$ cat config.mk
export PLATFORM = sky130hd
export DESIGN_NAME = cic_conv_sequencer
export DESIGN_NICKNAME = d
export VERILOG_FILES = /design/src/rtl/cic_conv_sequencer.sv
export SDC_FILE = /design/constraint.sdc
export NUM_CORES = 1
export LEC_CHECK = 0
export ABC_AREA = 0
export CAP_MARGIN = 30
export CORE_UTILIZATION = 53
export CTS_CLUSTER_SIZE = 10
export DETAILED_ROUTE_END_ITERATION = 12
export GPL_TIMING_DRIVEN = 0
export HOLD_SLACK_MARGIN = 0.05
export MAX_ROUTING_LAYER = met4
export PLACE_DENSITY = 0.75
export SLEW_MARGIN = 15
export SYNTH_ARGS = -nofsm -noshare
export SYNTH_HDL_FRONTEND = slang
export SYNTH_SLANG_ARGS = --single-unit
$ cat constraint.sdc
create_clock -name CLK -period 4.88 [get_ports CLK]
set_input_delay 0.976 -clock CLK [delete_from_list [all_inputs] [get_ports CLK]]
set_output_delay 0.976 -clock CLK [all_outputs]
set_load 0.01 [all_outputs]
$ cat src/rtl/cic_conv_sequencer.sv
// Conversion sequencer for the differential VCO-ADC CIC pair: reset hold, pipeline-fill discard,
// decimated accumulate, DONE pulse. Optional macro CIC_SEQ_AVG_EN returns the mean instead of the sum.
module cic_conv_sequencer #(
    parameter int BW         = 5,
    parameter int SETTLE_CYC = 8,
    parameter int DEC_RATE   = 4,
    parameter int NSAMP_LOG2 = 3
) (
    input  logic                       CLK,
    input  logic                       RES,
    input  logic                       START,
    input  logic                       ABORT,
    input  logic [BW:0]                CIC_OUT,
    output logic                       CIC_RES,
    output logic                       CIC_EN,
    output logic                       BUSY,
    output logic                       DONE,
    output logic [BW+NSAMP_LOG2:0]     RESULT
);
    localparam int AW = BW + 1 + NSAMP_LOG2;
    localparam int SW = NSAMP_LOG2 + 1;
    localparam logic [7:0]    SETTLE_LAST = 8'(SETTLE_CYC - 1);
    localparam logic [7:0]    DEC_LAST    = 8'(DEC_RATE - 1);
    localparam logic [SW-1:0] SAMP_LAST   = SW'((1 << NSAMP_LOG2) - 1);

    typedef enum logic [2:0] {
        S_IDLE,
        S_CLEAR,
        S_SETTLE,
        S_ACQ,
        S_DONE
    } state_t;

    state_t               state_q, state_d;
    logic [7:0]           cnt_q, cnt_d;
    logic [7:0]           dec_q, dec_d;
    logic [SW-1:0]        samp_q, samp_d;
    logic signed [AW-1:0] acc_q, acc_d;
    logic [AW-1:0]        result_q, result_d;
    logic                 cic_res_q, cic_res_d;
    logic                 cic_en_q, cic_en_d;
    logic                 busy_q, busy_d;
    logic                 done_q, done_d;

    logic signed [AW-1:0] sample_ext;
    logic signed [AW-1:0] acc_sum;
    logic signed [AW-1:0] result_val;

    always_comb begin
        sample_ext = AW'($signed(CIC_OUT));
        acc_sum    = acc_q + sample_ext;
`ifdef CIC_SEQ_AVG_EN
        result_val = acc_sum >>> NSAMP_LOG2;
`else
        result_val = acc_sum;
`endif
    end

    always_comb begin
        state_d  = state_q;
        cnt_d    = cnt_q;
        dec_d    = dec_q;
        samp_d   = samp_q;
        acc_d    = acc_q;
        result_d = result_q;
        case (state_q)
            S_IDLE: begin
                cnt_d  = '0;
                dec_d  = '0;
                samp_d = '0;
                if (START) begin
                    state_d = S_CLEAR;
                    acc_d   = '0;
                end
            end
            S_CLEAR: begin
                if (ABORT) begin
                    state_d = S_IDLE;
                end else if (cnt_q == 8'd1) begin
                    state_d = S_SETTLE;
                    cnt_d   = '0;
                end else begin
                    cnt_d = cnt_q + 8'd1;
                end
            end
            S_SETTLE: begin
                if (ABORT) begin
                    state_d = S_IDLE;
                end else if (cnt_q == SETTLE_LAST) begin
                    state_d = S_ACQ;
                    cnt_d   = '0;
                end else begin
                    cnt_d = cnt_q + 8'd1;
                end
            end
            S_ACQ: begin
                // ABORT wins even against the final sample, so it is tested first.
                if (ABORT) begin
                    state_d = S_IDLE;
                end else if (dec_q == DEC_LAST) begin
                    dec_d  = '0;
                    acc_d  = acc_sum;
                    samp_d = samp_q + 1'b1;
                    if (samp_q == SAMP_LAST) begin
                        state_d  = S_DONE;
                        result_d = result_val;
                    end
                end else begin
                    dec_d = dec_q + 8'd1;
                end
            end
            S_DONE: begin
                state_d = S_IDLE;
            end
            default: begin
                state_d = S_IDLE;
            end
        endcase

        // Outputs are decoded from the next state so they are registered with it.
        cic_en_d  = (state_d == S_SETTLE) || (state_d == S_ACQ);
        cic_res_d = !cic_en_d;
        busy_d    = (state_d != S_IDLE);
        done_d    = (state_d == S_DONE);
    end

    always_ff @(posedge CLK) begin
        if (!RES) begin
            state_q   <= S_IDLE;
            cnt_q     <= '0;
            dec_q     <= '0;
            samp_q    <= '0;
            acc_q     <= '0;
            result_q  <= '0;
            cic_res_q <= 1'b1;
            cic_en_q  <= 1'b0;
            busy_q    <= 1'b0;
            done_q    <= 1'b0;
        end else begin
            state_q   <= state_d;
            cnt_q     <= cnt_d;
            dec_q     <= dec_d;
            samp_q    <= samp_d;
            acc_q     <= acc_d;
            result_q  <= result_d;
            cic_res_q <= cic_res_d;
            cic_en_q  <= cic_en_d;
            busy_q    <= busy_d;
            done_q    <= done_d;
        end
    end

    assign CIC_RES = cic_res_q;
    assign CIC_EN  = cic_en_q;
    assign BUSY    = busy_q;
    assign DONE    = done_q;
    assign RESULT  = result_q;

endmodule

==> flow_metrics.env, run 1 <==
export IMPL_status="finished, final reports clean"
export IMPL_r2r_start="acc_q[0]$_SDFFE_PN0P_"
export IMPL_cp_max_fo=4
export IMPL_gp_congestion=0.836
export IMPL_slew_viol_final=0
export IMPL_cts_hold_buffers=0
export IMPL_drc=0
export IMPL_cts_buffers=5
export IMPL_synth_fp_nets=295
export IMPL_clk_pin_slew_ns=0.09
export IMPL_register_area_um2=901
export IMPL_grt_start_max_net_pins=17
export IMPL_synth_edf_count=0
export IMPL_drt_pre_antenna_iters=4
export IMPL_final_util_pct=63.9
export IMPL_async_reset_ff_share_pct=0
export IMPL_drv_cap=0
export IMPL_comb_power_share_pct=9.5
export IMPL_synth_cell_type_count=59
export IMPL_setup_ws_ns=1.75
export IMPL_die_height_um=69.6
export IMPL_dpl_cell_count=346
export IMPL_drive_above_1_share_pct=8.94
export IMPL_cp_buffers_inverters=1
export IMPL_synth_seq_area_share_pct=37.2
export IMPL_skew_ns=0.00895
export IMPL_tritoncts="done"
export IMPL_ant_nets=0
export IMPL_pre_cts_slack_ns=1.46
export IMPL_synth_area_mm2=0.00242
export IMPL_crit_start="CIC_OUT[0]"
export IMPL_min_from="RESULT[5]$_SDFFE_PN0P_"
export IMPL_p_int_mw=0.497
export IMPL_antenna_found_initial=0
export IMPL_cp_arrival_ns=3.38
export IMPL_cts_setup_buffers=0
export IMPL_p_switching_mw=0.179
export IMPL_place_hpwl_um=3670
export IMPL_slew_headroom_pct=65.2
export IMPL_port_buffers=22
export IMPL_final_common_cell="dfxtp_1"
export IMPL_clkPwrFrac_pct=35.8
export IMPL_instances_no_fill=354
export IMPL_setup_viol=0
export IMPL_hold_viol=0
export IMPL_cts_path_max_buffers=2
export IMPL_syn_avg_cell_area_um2=8.90
export IMPL_vdd_drop_max_uv=148
export IMPL_ctsResizeCount=0
export IMPL_final_cell_mix="45 x dfxtp_1, 35 x nor2_1, 22 x clkdlybuf4s50_1, 21 x nand2_1, 17 x a21oi_1"
export IMPL_num_antenna_cells=0
export IMPL_die_x_um=69.6
export IMPL_hold_path_class="flop to flop"
export IMPL_fin_crit_ns=3.13
export IMPL_clk_latency_ns=0.31
export IMPL_vias_per_cell=5.91
export IMPL_fin_tns_setup_ns=0
export IMPL_htree_levels=2
export IMPL_grt_pass1_vias=1936
export IMPL_syn_to_final_growth_pct=15.7
export IMPL_grt_first_pass_wirelength_um=8660
export IMPL_design_die_area_mm2=0.00484
export IMPL_yosys_warnings=0
export IMPL_fillCellCount=378
export IMPL_routed_wl_um=5050
export IMPL_fin_nets=324
export IMPL_io_pins=23
export IMPL_synth_seq_cells=45
export IMPL_post_drt_wl_per_cell_um=14.3
export IMPL_crit_type="input pin to flop"
export IMPL_worst_slew_pin_slew_ns=0.523
export IMPL_vias=2093
export IMPL_period_share_pct=64.2
export IMPL_syn_inst=272
export IMPL_grt_overflow_total=0
export IMPL_worst_path_max_delay_cell="or4_1"
export IMPL_path_delay_family="adder cells"
export IMPL_clockRootBuffer="clkbuf_8"
export IMPL_multiInputGateArea_mm2=0.00145
export IMPL_crit_chain="clkdlybuf4s50_1, ha_1, fa_1, a21o_1, a221oi_2, mux2i_1, or4_1, nand4_1"
export IMPL_grt_util_all_layers_pct=23.0
export IMPL_leakagePower_nw=1.10
export IMPL_drt_iter0_drc=139
export IMPL_required_ns=5.13
export IMPL_swShare_pct=26.4
export IMPL_coreArea_mm2=0.00438
export IMPL_fp_row_count=24
export IMPL_pwr_density_cell_mw_per_mm2=241
export IMPL_cts_sinks=45
export IMPL_fmax_ghz=0.319
export IMPL_critPathCaptureType="flop"
export IMPL_synth_ff_type="dfxtp_1"
export IMPL_start_kind="input pin"
export IMPL_crit_path_max_incr_delay_ns=0.53
export IMPL_p_seq_share_pct=54.7
export IMPL_rsz0062_at_grt="false"
export IMPL_start_util_pct=55.2
-- kinds of logic (layout without fill, tap and decap cells) --
family / Yosys count / in the layout / share of synthesized area (%)
muxes: 6 / 6 / 2.48
AOI/OAI and AO/OA: 66 / 66 / 20.7
and+or+nand+nor: 115 / 115 / 25.3
adders and majority gates: 13 / 13 / 7.03
buffers and inverters: 15 / 45 / 2.89
xor gates and xnor gates: 12 / 12 / 4.34
DFF: 45 / 45 / 37.2
-- registers in the layout, summed over array words and instances (netlist names) --
| signal | count |
|---|---|
| RESULT | 9 |
| acc_q | 9 |
| cnt_q | 8 |
| dec_q | 8 |
| samp_q | 4 |
| state_q | 3 |
| BUSY | 1 |
| CIC_EN | 1 |
| CIC_RES | 1 |
| DONE | 1 |
-- power groups by stage --
| stage | registers [mW] | clock network, mW | logic (mW) |
|---|---|---|---|
| 3_3_place_gp | 0.378 | 0 | 0.0626 |
| 3_5_place_dp | 0.378 | 0 | 0.0629 |
| 6_report | 0.370 | 0.242 | 0.0639 |
| 2_1_floorplan | 0.379 | 0 | 0.0406 |
| 4_1_cts | 0.370 | 0.250 | 0.0632 |
| 5_1_grt | 0.370 | 0.262 | 0.0708 |
-- worst register-to-register path, cell delays in order (launching register included) --
cell      delay (ns)
dfxtp_1         0.32
ha_1            0.21
fa_1            0.41
a21o_1          0.23
a221oi_2        0.32
mux2i_1         0.19
or4_1           0.53
nand4_1         0.08
-- final cells by class --
| class | count | area share (%) |
|---|---|---|
| buffer | 9 | 1.70 |
| clock buffer | 5 | 2.46 |
| clock inverter | 3 | 0.894 |
| inverter | 6 | 0.804 |
| multi-input combinational | 212 | 51.8 |
| sequential | 45 | 32.2 |
| tap | 52 | 2.32 |
| timing repair buffer | 22 | 7.86 |
-- final timing paths --
kind | end | slack (ns) | cells after the start
setup / recovery | RESULT[8]$_SDFFE_PN0P_ | 1.75 | 8
hold / removal | RESULT[5]$_SDFFE_PN0P_ | 0.47 | 2
setup reg to reg | RESULT[8]$_SDFFE_PN0P_ | 2.53 | 7
hold reg to reg | RESULT[5]$_SDFFE_PN0P_ | 0.47 | 2
-- cell usage after synthesis (all sizes together) (6+ instances only) --
library cell	count	share of area [%]
a21oi	19	4.5
a22oi	6	1.9
a31oi	7	1.8
and3	8	2.1
dfxtp	45	37
ha	12	6.2
mux2i	6	2.5
nand2	21	3.3
nand3	12	2.5
nand3b	7	2.2
nand4	7	1.8
nor2	35	5.4
nor3	7	1.7
o21ai	7	1.4
xor2	8	2.9
-- per-stage QoR --
step	hold slack, ns	area (um^2)	power [mW]
5_1_grt	0.500	2800	0.703
3_3_place_gp	0.442	2710	0.441
3_5_place_dp	0.459	2710	0.441
4_1_cts	0.475	2800	0.683
6_report	0.470	2800	0.676
2_1_floorplan	0.450	2420	0.419
-- routing by layer --
layer  part of all wire, %  wire [um]  global-route usage [%]  vias to the layer above
met3                   4.1        208                    3.92                        9
met4                   2.1        108                    10.7                        0
met5                     0          0                       -                        -
li1                      -          -                       -                     1062
met2                    47       2400                    38.0                       49
met1                    46       2340                    27.2                      973
Note: power is estimated with default switching activity, not from simulation.
==> inputs of run 2 (changes only) <==
- CORE_UTILIZATION: 53 -> 51
- clock period: 4.88 -> 2.63 ns (I/O delays scaled with it)
==> flow_metrics.env, run 2 (synthesis results as in run 1) <==
export IMPL_crit_chain="clkdlybuf4s50_1, ha_2, fa_2, a21o_1, a221oi_4, mux2i_2, nor4_1, a311o_1"
export IMPL_cts_hold_buffers=0
export IMPL_slew_headroom_pct=65.4
export IMPL_crit_path_max_incr_delay_ns=0.41
export IMPL_vias_per_cell=5.98
export IMPL_cts_sinks=45
export IMPL_drv_cap=0
export IMPL_skew_ns=0.00635
export IMPL_fmax_ghz=0.390
export IMPL_grt_util_all_layers_pct=23.2
export IMPL_dpl_cell_count=346
export IMPL_antenna_found_initial=0
export IMPL_final_common_cell="dfxtp_1"
export IMPL_start_kind="input pin"
export IMPL_cp_max_fo=4
export IMPL_vias=2130
export IMPL_grt_pass1_vias=1900
export IMPL_syn_to_final_growth_pct=18.2
export IMPL_clockRootBuffer="clkbuf_8"
export IMPL_tritoncts="done"
export IMPL_hold_path_end="RESULT[5]$_SDFFE_PN0P_"
export IMPL_reg2reg_to="RESULT[8]$_SDFFE_PN0P_"
export IMPL_worst_slew_pin_slew_ns=0.519
export IMPL_drt_pre_antenna_iters=9
export IMPL_coreArea_mm2=0.00444
export IMPL_vdd_drop_max_uv=341
export IMPL_die_height_um=70.9
export IMPL_violations="design-rule violations"
export IMPL_fin_nets=326
export IMPL_die_x_um=70.9
export IMPL_placedInstanceArea_mm2=0.00271
export IMPL_cts_path_max_buffers=2
export IMPL_grt_start_max_net_pins=15
export IMPL_routed_wl_um=5440
export IMPL_hold_viol=0
export IMPL_worst_path_max_delay_cell="clkdlybuf4s50_1"
export IMPL_clk_latency_ns=0.30
export IMPL_final_util_pct=64.4
export IMPL_fp_row_count=24
export IMPL_fin_crit_ns=2.56
export IMPL_grt_overflow_total=0
export IMPL_r2r_start="dec_q[0]$_SDFFE_PN0P_"
export IMPL_design_area_mm2=0.00286
export IMPL_fin_tns_setup_ns=0
export IMPL_io_pins=23
export IMPL_setup_viol=0
export IMPL_port_buffers=22
export IMPL_regToRegSetupSlack_ns=0.35
export IMPL_min_path_cells=2
export IMPL_design_die_area_mm2=0.00503
export IMPL_crit_type="input pin to flop"
export IMPL_r2r_cells=5
export IMPL_ant_nets=0
export IMPL_clk_pin_slew_ns=0.08
export IMPL_required_ns=2.83
export IMPL_htree_levels=2
export IMPL_slew_viol_final=0
export IMPL_final_cell_mix="45 x dfxtp_1, 35 x nor2_1, 22 x clkdlybuf4s50_1, 21 x nand2_1, 17 x a21oi_1"
export IMPL_start_util_pct=54.5
export IMPL_status="finished with violations"
export IMPL_drc=4
export IMPL_cp_arrival_ns=2.76
export IMPL_leakagePower_nw=1.12
export IMPL_place_hpwl_um=3750
export IMPL_num_antenna_cells=0
export IMPL_instances_no_fill=356
export IMPL_min_from="RESULT[5]$_SDFFE_PN0P_"
export IMPL_grt_first_pass_wirelength_um=8960
export IMPL_gp_congestion=0.829
export IMPL_cts_buffers=5
export IMPL_drive_above_1_share_pct=10.5
export IMPL_hold_path_class="flop to flop"
export IMPL_period_share_pct=97.5
export IMPL_pwr_density_cell_mw_per_mm2=476
export IMPL_drt_iter0_drc=156
export IMPL_post_drt_wl_per_cell_um=15.3
export IMPL_critPathCaptureType="flop"
run 2: metrics by stage:
stage | total power, mW | hold WS, ns | worst slack [ns]
after floorplan | 0.778 | 0.450 | 0.233
after global placement | 0.817 | 0.441 | -0.358
after detailed placement | 0.819 | 0.449 | -0.340
after CTS | 1.38 | 0.468 | 0.0308
after global routing | 1.41 | 0.481 | -0.00938
final | 1.36 | 0.462 | 0.0664
run 2: how the worst max path moves through the flow:
stage,start,end,cells after the start
3_5_place_dp,CIC_OUT[0],RESULT[8]$_SDFFE_PN0P_,8
6_report,CIC_OUT[0],acc_q[8]$_SDFFE_PN0P_,8
3_3_place_gp,CIC_OUT[0],acc_q[8]$_SDFFE_PN0P_,8
4_1_cts,CIC_OUT[0],RESULT[8]$_SDFFE_PN0P_,8
2_1_floorplan,CIC_OUT[0],RESULT[8]$_SDFFE_PN0P_,7
5_1_grt,CIC_OUT[0],RESULT[8]$_SDFFE_PN0P_,8
run 2: power by group:
group | internal [mW] | switching [mW] | leakage (nW)
combinational | 0.0463 | 0.0739 | 0.696
clock | 0.309 | 0.247 | 0.0574
sequential | 0.684 | 0.00156 | 0.363
total | 1.04 | 0.322 | 1.12
run 2: what timing repair did:
item                       CTS  global route
setup endpoints to repair    2             2
buffers inserted             0             2
pin swaps                    0             2
gates resized for setup      2             2
run 2: worst max-delay path: cells and delay by family:
family	cells	cell delay, ns
compound gates	3	0.82
buf+inv	1	0.41
fa+ha+maj	2	0.57
simple gates	1	0.10
mux	1	0.33
run 2: final cells by class:
cell class,count,area (um^2)
fillers,380,1580
multi-input cells,212,1470
flip-flops and latches,45,901
repair buffers,24,235
clock buffers,6,82.6
well taps,52,65.1
plain buffers,9,47.5
clock inverters,2,37.5
inverters,6,22.5
run 2: per-layer routing:
| layer | up-vias | global-route usage (%) | wire [um] |
|---|---|---|---|
| li1 | 1067 | - | - |
| met1 | 1002 | 30.1 | 2560 |
| met2 | 49 | 36.1 | 2550 |
| met3 | 12 | 4.84 | 207 |
| met4 | 0 | 8.00 | 110 |
| met5 | - | - | 0 |
